==> config.mk <==
export PLATFORM = sky130hd
export DESIGN_NAME = fadd_wb_collector
export DESIGN_NICKNAME = d
export VERILOG_FILES = /design/src/rtl/fadd_wb_collector.sv
export SDC_FILE = /design/constraint.sdc
export NUM_CORES = 1
export LEC_CHECK = 0
export ABC_AREA = 1
export ABC_CLOCK_PERIOD_IN_PS = 2100
export CAP_MARGIN = 25
export CORE_MARGIN = 2
export CORE_UTILIZATION = 35
export CTS_BUF_LIST = sky130_fd_sc_hd__clkbuf_8
export CTS_CLUSTER_SIZE = 25
export DETAILED_ROUTE_END_ITERATION = 10
export PLACE_DENSITY_LB_ADDON = 0.25
export SYNTH_ARGS = -nofsm -noshare
export SYNTH_HDL_FRONTEND = slang
export SYNTH_SLANG_ARGS = --single-unit
==> constraint.sdc <==
create_clock -name clk -period 2.1 [get_ports clk]
set_input_delay 0.42 -clock clk [delete_from_list [all_inputs] [get_ports clk]]
set_output_delay 0.42 -clock clk [all_outputs]
set_load 0.02 [all_outputs]
==> src/rtl/fadd_wb_collector.sv <==
// Result collector for the pipelined FP adder: buffers results in a FIFO, drains them to the
// register-file write port, and keeps per-warp sticky fflags. Optional same-cycle bypass: FADD_WB_BYPASS_EN.
module fadd_wb_collector #(
  parameter int EXPWIDTH   = 5,
  parameter int PRECISION  = 3,
  parameter int DEPTH_WARP = 4,
  parameter int FIFO_DEPTH = 4
) (
  input  logic                            clk,
  input  logic                            rst_n,
  input  logic                            res_valid_i,
  output logic                            res_ready_o,
  input  logic [EXPWIDTH+PRECISION:0]     res_data_i,
  input  logic [4:0]                      res_fflags_i,
  input  logic [7:0]                      res_reg_idxw_i,
  input  logic [DEPTH_WARP-1:0]           res_warpid_i,
  output logic                            wb_valid_o,
  input  logic                            wb_ready_i,
  output logic [EXPWIDTH+PRECISION:0]     wb_data_o,
  output logic [7:0]                      wb_reg_idxw_o,
  output logic [DEPTH_WARP-1:0]           wb_warpid_o,
  input  logic [DEPTH_WARP-1:0]           fflags_rd_warpid_i,
  output logic [4:0]                      fflags_rd_o,
  input  logic                            fflags_clr_i,
  input  logic [DEPTH_WARP-1:0]           fflags_clr_warpid_i,
  output logic [$clog2(FIFO_DEPTH):0]     count_o
);

  localparam int DW = EXPWIDTH + PRECISION + 1;
  localparam int AW = $clog2(FIFO_DEPTH);
  localparam int NW = 2 ** DEPTH_WARP;
  localparam logic [AW:0] FULL = (AW + 1)'(FIFO_DEPTH);

  logic [DW-1:0]         data_mem [FIFO_DEPTH];
  logic [7:0]            idx_mem  [FIFO_DEPTH];
  logic [DEPTH_WARP-1:0] warp_mem [FIFO_DEPTH];
  logic [AW-1:0]         wr_ptr, rd_ptr;
  logic [AW:0]           count;
  logic [4:0]            flags [NW];
  logic                  empty, accept, pop, store;

  assign empty       = (count == '0);
  assign res_ready_o = (count != FULL);
  assign accept      = res_valid_i && res_ready_o;
  assign count_o     = count;
  assign pop         = !empty && wb_ready_i;

`ifdef FADD_WB_BYPASS_EN
  // An empty FIFO forwards the incoming result; it is only stored if the write port stalls.
  assign wb_valid_o    = !empty || res_valid_i;
  assign wb_data_o     = empty ? res_data_i     : data_mem[rd_ptr];
  assign wb_reg_idxw_o = empty ? res_reg_idxw_i : idx_mem[rd_ptr];
  assign wb_warpid_o   = empty ? res_warpid_i   : warp_mem[rd_ptr];
  assign store         = accept && !(empty && wb_ready_i);
`else
  assign wb_valid_o    = !empty;
  assign wb_data_o     = data_mem[rd_ptr];
  assign wb_reg_idxw_o = idx_mem[rd_ptr];
  assign wb_warpid_o   = warp_mem[rd_ptr];
  assign store         = accept;
`endif

  always_ff @(posedge clk or negedge rst_n) begin
    if (!rst_n) begin
      wr_ptr <= '0;
      rd_ptr <= '0;
      count  <= '0;
    end else begin
      if (store) wr_ptr <= wr_ptr + 1'b1;
      if (pop)   rd_ptr <= rd_ptr + 1'b1;
      case ({store, pop})
        2'b10:   count <= count + 1'b1;
        2'b01:   count <= count - 1'b1;
        default: count <= count;
      endcase
    end
  end

  always_ff @(posedge clk) begin
    if (store) begin
      data_mem[wr_ptr] <= res_data_i;
      idx_mem[wr_ptr]  <= res_reg_idxw_i;
      warp_mem[wr_ptr] <= res_warpid_i;
    end
  end

  // Clear is applied before the OR so a same-warp clear+push leaves exactly the new flags.
  always_ff @(posedge clk or negedge rst_n) begin
    if (!rst_n) begin
      for (int unsigned w = 0; w < NW; w++) flags[w] <= '0;
    end else begin
      for (int unsigned w = 0; w < NW; w++) begin
        flags[w] <= ((fflags_clr_i && fflags_clr_warpid_i == DEPTH_WARP'(w)) ? 5'b0 : flags[w])
                  | ((accept && res_warpid_i == DEPTH_WARP'(w)) ? res_fflags_i : 5'b0);
      end
    end
  end

  assign fflags_rd_o = flags[fflags_rd_warpid_i];

endmodule

==> results of run 1 <==
[stage by stage]
step	util, %	TNS, ps	hold WS [ps]
floorplan	-	-2820	124
global placement	42.0	-3000	377
detailed placement	42.0	-2960	374
CTS	43.8	-56.5	387
global route	44.3	-459	428
finish	44.3	0	399
[cell families after synthesis]
family / Yosys count / share of synthesized area (%)
flops: 171 / 61.8
fa+ha+maj: 6 / 1.09
simple gates: 334 / 18.7
compound gates: 156 / 10.6
buf+inv: 141 / 7.38
xor+xnor: 4 / 0.461
[flip-flops by register name, summed over array words and instances, names as in the netlist]
name      cells
data_mem     36
flags        80
warp_mem     16
idx_mem      32
wr_ptr        2
count_o       3
rd_ptr        2
[power by group]
part	leakage [nW]	switching [mW]	internal (mW)	total, mW
clock network	0.206	1.46	0.924	2.38
registers	1.87	0.363	4.38	4.74
logic	1.93	2.52	1.69	4.21
[critical path: stages (launching register included)]
cell	delay (ps)
dfrtp_1	450
buf_4	140
buf_4	130
o21ai_0	80
o22ai_1	200
buf_4	180
[area by class of cell]
type	instances	area, sq um	share of cell area (%)
timing repair buffer	114	1120	12.0
inverter	107	407	4.34
clock buffer	17	234	2.50
sequential	171	4700	50.2
tap	275	344	3.67
clock inverter	15	185	1.98
multi-input combinational	500	2380	25.4
[cell usage in the layout (no fill, tap or decap), drive strengths merged, types with 5 or more instances in the layout]
cell type	Yosys	layout
inv	106	113
o21ai	134	134
buf	14	69
nand3	90	90
clkinv	1	8
clkdlybuf4s50	0	38
nor2	63	63
dfrtp	87	87
ha	5	5
nand2	179	179
clkbuf	20	19
o22ai	21	21
edfxtp	84	84
[path summary, 6_finish.rpt]
check,slack (ps),end,cells after the start,startpoint
worst max register to register,240,count_o[2]$_DFFE_PN0P_,10,count_o[2]$_DFFE_PN0P_
worst min register to register,490,flags[62]$_DFF_PN0_,2,flags[62]$_DFF_PN0_
max in group asynchronous,1150,rd_ptr[0]$_DFFE_PN0N_,3,rst_n
worst min-delay path,400,flags[67]$_DFF_PN0_,2,rst_n
worst max-delay path,30,wb_data_o[5],5,rd_ptr[1]$_DFFE_PN0N_
min in group clk,490,flags[62]$_DFF_PN0_,2,flags[62]$_DFF_PN0_
[layer usage]
metal	share of wire, %	wire length [um]
met1	45	8740
met2	47	9130
met3	6.2	1200
met4	1.8	357
met5	0	0
[synthesized netlist by cell type, types with 5 or more instances]
cell	instances	area share (%)
nand2_1	177	8.7
o21ai_0	126	8.3
inv_1	101	5.0
nand3_1	89	5.9
dfrtp_1	87	29
edfxtp_1	84	33
nor2_1	60	3.0
o22ai_1	21	1.7
clkbuf_1	19	0.94
buf_2	10	0.66
o21ai_1	8	0.53
ha_1	5	0.82
inv_2	5	0.25
[what timing repair did]
action / 4_1_cts / 5_1_grt
hold endpoints to repair: 26 / 0
gates resized for setup: 120 / 47
setup endpoints to repair: 28 / 22
hold buffers: 1 / 0
pin swaps: 2 / 5
gates cloned: 2 / 3
buffers inserted: 0 / 2
==> load_flow_metrics.sql, run 1 <==
INSERT INTO impl_metrics (metric_group, metric, value, unit) VALUES
('outcome', 'run_status', 'complete, no violations', ''),
('worst_setup_path', 'critPathArrivalTime', '1650', 'ps'),
('hold_path', 'hold_path.class', 'in2async', ''),
('clock_tree', 'insertion_delay', '480', 'ps'),
('logic_synthesis', 'synth_enable_flop_cells', '84', ''),
('floorplan', 'die-area', '0.0229', 'sq mm'),
('sta', 'setup_skew', '12.5', 'ps'),
('place', 'placedInstanceArea', '0.00889', 'sq mm'),
('sta', 'rsz0062_at_grt', 'yes', ''),
('sta', 'fmax', '0.483', 'GHz'),
('global_routing', 'met3_usage', '3.37', '%'),
('clock_tree', 'clock_transition_at_the_registers_of_the_reported_paths', '100', 'ps'),
('sta', 'final_hold_viol_count', '0', ''),
('global_routing', 'grt_use_met2', '28.2', '%'),
('global_routing', 'initial_antenna_violation_count', '0', ''),
('pwr', 'p_per_cell_area', '1210', 'mW/mm^2'),
('place', 'placed_cells', '1159', ''),
('floorplan', 'die_x', '151', 'um'),
('place', 'globalplace.congestion', '0.923', ''),
('clock_tree', 'clock_tree_from_tritoncts', 'built', ''),
('global_routing', 'globalRouteMet1Util', '24.1', '%'),
('worst_setup_path', 'endpoint_kind', 'output pin', ''),
('sta', 'slew_violations', '0', ''),
('final_layout', 'antennaDiodeCount', '0', ''),
('worst_setup_path', 'start_kind', 'register', ''),
('route', 'ant_nets', '0', ''),
('route', 'drt_drc_violations_left', '0', ''),
('logic_synthesis', 'ys_ff_latch', '171', ''),
('logic_synthesis', 'postSynthCellCount', '812', ''),
('global_routing', 'global_route.usage.total', '17.6', '%'),
('sta', 'min_period_over_period', '98.5', '%'),
('route', 'post_drt_via_cell_ratio', '4.91', ''),
('flow_run', 'cap_violations', '0', ''),
('floorplan', 'core_area', '0.0212', 'sq mm'),
('sta', 'worst_slew_pin_slew', '510', 'ps'),
('pwr', 'total_power', '11.3', 'mW'),
('global_routing', 'grt_max_degree', '40', ''),
('pwr', 'max-vdd-ir-drop', '424', 'uV'),
('logic_synthesis', 'synthFlopType', 'dfrtp_1', ''),
('worst_setup_path', 'setup.worst_path.class', 'reg2out', ''),
('floorplan', 'floorplan.initialDensity', '36.0', '%'),
('logic_synthesis', 'netlist-cell-type-count', '26', ''),
('global_routing', 'first_global_vias', '5487', ''),
('global_routing', 'top_usage_layer', 'met2', ''),
('logic_synthesis', 'synth_nets', '857', ''),
('logic_synthesis', 'yosysSeqAreaShare', '61.8', '%'),
('worst_setup_path', 'required', '1680', 'ps'),
('clock_tree', 'cts.root.buffer_cell', 'clkbuf_8', ''),
('sta', 'finalSetupViolations', '0', ''),
('route', 'drt_iter0_drc', '396', ''),
('floorplan', 'io_pins', '70', ''),
('logic_synthesis', 'ys_warn_count', '0', ''),
('sta', 'slew-limit-headroom', '65.9', '%'),
('route', 'drt-pass1-iter-count', '5', ''),
('clock_tree', 'cts_max_level', '4', ''),
('place', 'post-dp-hpwl', '13100', 'um'),
('logic_synthesis', 'synthArstFlopShare', '50.9', '%'),
('final_layout', 'finalNetCount', '956', ''),
('global_routing', 'grt_pass1_wl', '29900', 'um'),
('place', 'port-buffer-count', '69', ''),
('pwr', 'leakage_power_figure', '4.00', 'nW'),
('logic_synthesis', 'netlist_area', '0.00761', 'sq mm'),
('clock_tree', 'ctsLongestPathBuffers', '2', ''),
('final_layout', 'fraction_of_layout_instances_using_a_drive_strength_above_1', '13.9', '%'),
('route', 'drt-wirelength-per-cell', '16.2', 'um'),
('global_routing', 'overflow', '0', ''),
('sta', 'final.setup.worst_slack', '30.6', 'ps'),
('route', 'drt_wl_total', '19400', 'um'),
('clock_tree', 'cts_buffers', '17', ''),
('floorplan', 'chipHeight', '151', 'um'),
('final_layout', 'stdcell_area', '0.00937', 'sq mm'),
('final_layout', 'syn2layout_area_growth', '23.2', '%'),
('clock_tree', 'clock-sinks', '171', ''),
('sta', 'min_clock_period_post_route', '2070', 'ps'),
('route', 'num_vias', '5886', ''),
('final_layout', 'fillerInstances', '2043', ''),
('final_layout', 'layout.cells.non_filler', '1199', ''),
('place', 'place_ws', '-593', 'ps'),
('worst_setup_path', 'timing.critical_path.fanout_max', '6', ''),
('floorplan', 'placement_rows', '53', ''),
('logic_synthesis', 'synth_area_per_cell', '9.37', 'sq um');
Note: power is estimated with default switching activity, not from simulation.
==> run 2: changes to the inputs <==
Settings changed: SKIP_CTS_REPAIR_TIMING from default to 1.
==> run 2 against run 1 <==
  * Die area unchanged
  * Register-to-register slack hardly changed
  * Critical path depth unchanged
  * Utilization is 0.22 points lower
  * Global-route usage fell by 0.21 points
  * First-iteration DRC count is 2.0% lower
  * Final area down 0.49%
  * Sequential power is essentially flat
  * Clock skew is essentially flat
  * Worst hold slack worse by 0.79 ps
  * Worst setup slack better by 14 ps
  * Sequential cell count stayed put
  * Critical endpoint is now wb_warpid_o[1]
  * Largest power group unchanged
==> load_flow_metrics.sql, run 2 (synthesized netlist as in run 1, its figures left out) <==
INSERT INTO impl_metrics (metric_group, metric, value, unit) VALUES
('final_layout', 'stdcell_area', '0.00933', 'sq mm'),
('route', 'drt_wl_total', '19200', 'um'),
('floorplan', 'die_x', '151', 'um'),
('clock_tree', 'insertion_delay', '480', 'ps'),
('flow_run', 'cap_violations', '0', ''),
('final_layout', 'antennaDiodeCount', '0', ''),
('worst_setup_path', 'timing.critical_path.fanout_max', '9', ''),
('clock_tree', 'cts_max_level', '4', ''),
('place', 'placed_cells', '1159', ''),
('pwr', 'total_power', '11.2', 'mW'),
('worst_setup_path', 'reg2reg_slack', '240', 'ps'),
('final_layout', 'biggestRegsByFlops', 'flags (80), data_mem (36), idx_mem (32)', ''),
('sta', 'setup_skew', '12.3', 'ps'),
('sta', 'hold-worst-slack', '398', 'ps'),
('hold_path', 'hold_path.class', 'in2async', ''),
('outcome', 'run_status', 'complete, no violations', ''),
('global_routing', 'grt_max_degree', '50', ''),
('route', 'drt_drc_violations_left', '0', ''),
('worst_setup_path', 'reg2reg_depth', '10', ''),
('worst_setup_path', 'start_kind', 'register', ''),
('final_layout', 'fraction_of_layout_instances_using_a_drive_strength_above_1', '13.0', '%'),
('place', 'placedInstanceArea', '0.00889', 'sq mm'),
('route', 'drt-pass1-iter-count', '9', ''),
('sta', 'fin_setup_tns', '0', 'ps'),
('worst_setup_path', 'worstReg2RegStart', 'count_o[2]$_DFFE_PN0P_', ''),
('route', 'drt_iter0_drc', '388', ''),
('place', 'port-buffer-count', '69', ''),
('global_routing', 'first_global_vias', '5448', ''),
('final_layout', 'mostFrequentLayoutCell', 'nand2_1', ''),
('pwr', 'p_per_cell_area', '1200', 'mW/mm^2'),
('sta', 'min_period_over_period', '97.9', '%'),
('global_routing', 'overflow', '0', ''),
('worst_setup_path', 'endpoint_kind', 'output pin', ''),
('final_layout', 'fillerInstances', '2050', ''),
('pwr', 'combPwrFrac', '36.4', '%'),
('global_routing', 'initial_antenna_violation_count', '0', ''),
('final_layout', 'final_cell_mix', 'nand2_1 (177), o21ai_0 (123), inv_1 (99)', ''),
('clock_tree', 'clock_tree_from_tritoncts', 'built', ''),
('place', 'place_ws', '-593', 'ps'),
('floorplan', 'core_area', '0.0212', 'sq mm'),
('sta', 'worst_slew_pin_slew', '524', 'ps'),
('clock_tree', 'clock_transition_at_the_registers_of_the_reported_paths', '100', 'ps'),
('pwr', 'internal-power', '6.91', 'mW'),
('final_layout', 'postLayoutCoreUtil', '44.1', '%'),
('place', 'post-dp-hpwl', '13100', 'um'),
('final_layout', 'largest_register_by_flop_count', 'flags', ''),
('global_routing', 'global_route.usage.total', '17.3', '%'),
('final_layout', 'layout.cells.non_filler', '1196', ''),
('global_routing', 'grt_pass1_wl', '29600', 'um'),
('route', 'drt-wirelength-per-cell', '16.1', 'um'),
('worst_setup_path', 'setup.worst_path.class', 'reg2out', ''),
('floorplan', 'io_pins', '70', ''),
('worst_setup_path', 'first_element_of_the_critical_path', 'rd_ptr[0]$_DFFE_PN0N_', ''),
('worst_setup_path', 'required', '1680', 'ps'),
('pwr', 'swShare', '38.2', '%'),
('sta', 'min_clock_period_post_route', '2060', 'ps'),
('clock_tree', 'ctsLongestPathBuffers', '2', ''),
('sta', 'slew_violations', '0', ''),
('worst_setup_path', 'critPathArrivalTime', '1640', 'ps'),
('sta', 'final_hold_viol_count', '0', ''),
('pwr', 'clock_power_share', '21.3', '%'),
('worst_setup_path', 'rr_endpoint', 'count_o[2]$_DFFE_PN0P_', ''),
('sta', 'finalSetupViolations', '0', ''),
('worst_setup_path', 'worstSetupEndpoint', 'wb_warpid_o[1]', ''),
('pwr', 'switchingPower', '4.27', 'mW'),
('floorplan', 'placement_rows', '53', ''),
('final_layout', 'largest_reg_flops', '80', ''),
('sta', 'final.setup.worst_slack', '44.2', 'ps'),
('sta', 'fmax', '0.486', 'GHz'),
('floorplan', 'floorplan.initialDensity', '36.0', '%'),
('floorplan', 'chipHeight', '151', 'um'),
('pwr', 'leakage_power_figure', '3.99', 'nW'),
('final_layout', 'syn2layout_area_growth', '22.6', '%'),
('final_layout', 'finalNetCount', '953', ''),
('route', 'post_drt_via_cell_ratio', '4.88', ''),
('clock_tree', 'cts.root.buffer_cell', 'clkbuf_8', ''),
('floorplan', 'die-area', '0.0229', 'sq mm'),
('sta', 'rsz0062_at_grt', 'yes', ''),
('place', 'globalplace.congestion', '0.923', ''),
('clock_tree', 'clock-sinks', '171', ''),
('pwr', 'power.share.sequential', '42.3', '%'),
('route', 'ant_nets', '0', ''),
('pwr', 'max-vdd-ir-drop', '426', 'uV'),
('route', 'num_vias', '5839', ''),
('clock_tree', 'cts_buffers', '17', ''),
('sta', 'slew-limit-headroom', '65.1', '%');
[run 2: cell count changes in the layout (fill, tap and decap cells not counted), moves of 3 or more]
cell / delta
buf_2: -5
buf_4: -3
clkbuf_2: +6
dlygate4sd2_1: -3
dlymetal6s2s_1: +4
o21ai_0: +17
o21ai_1: -14
o21ai_2: -3
[run 2: final cells by class]
cell class	instances	area, sq um	share of cell area (%)
multi-input combinational	500	2370	25.4
clock inverter	15	185	1.99
timing repair buffer	111	1090	11.7
inverter	107	404	4.33
tap	275	344	3.69
clock buffer	17	234	2.51
sequential	171	4700	50.4
[run 2: worst min path at each step]
stage / to / depth (start not counted) / slack (ps)
4_1_cts: flags[73]$_DFF_PN0_ / 1 / -150
3_5_place_dp: flags[67]$_DFF_PN0_ / 1 / 370
2_1_floorplan: count_o[0]$_DFFE_PN0P_ / 0 / 120
5_1_grt: flags[67]$_DFF_PN0_ / 2 / 430
3_3_place_gp: flags[67]$_DFF_PN0_ / 1 / 380
6_report: flags[63]$_DFF_PN0_ / 2 / 400
[run 2: critical path, stage by stage (launching register included)]
cell and delay (ps):
dfrtp_2 480, inv_4 100, buf_6 130, nor2_1 40
o22ai_1 200, clkbuf_2 210
[run 2: layer usage]
metal	GRT usage (%)	routed length, um
met1	23.7	8770
met2	27.9	9000
met3	3.46	1080
met4	5.51	355
met5	0	0
[run 2: power groups by stage]
| stage | sequential, mW | combinational, mW | clock (mW) |
|---|---|---|---|
| final | 4.74 | 4.07 | 2.38 |
| after global routing | 4.83 | 4.51 | 2.57 |
| after CTS | 4.72 | 4.22 | 2.43 |
| after detailed placement | 4.79 | 4.21 | 0 |
| after global placement | 4.78 | 4.17 | 0 |
| after floorplan | 4.73 | 2.36 | 0 |
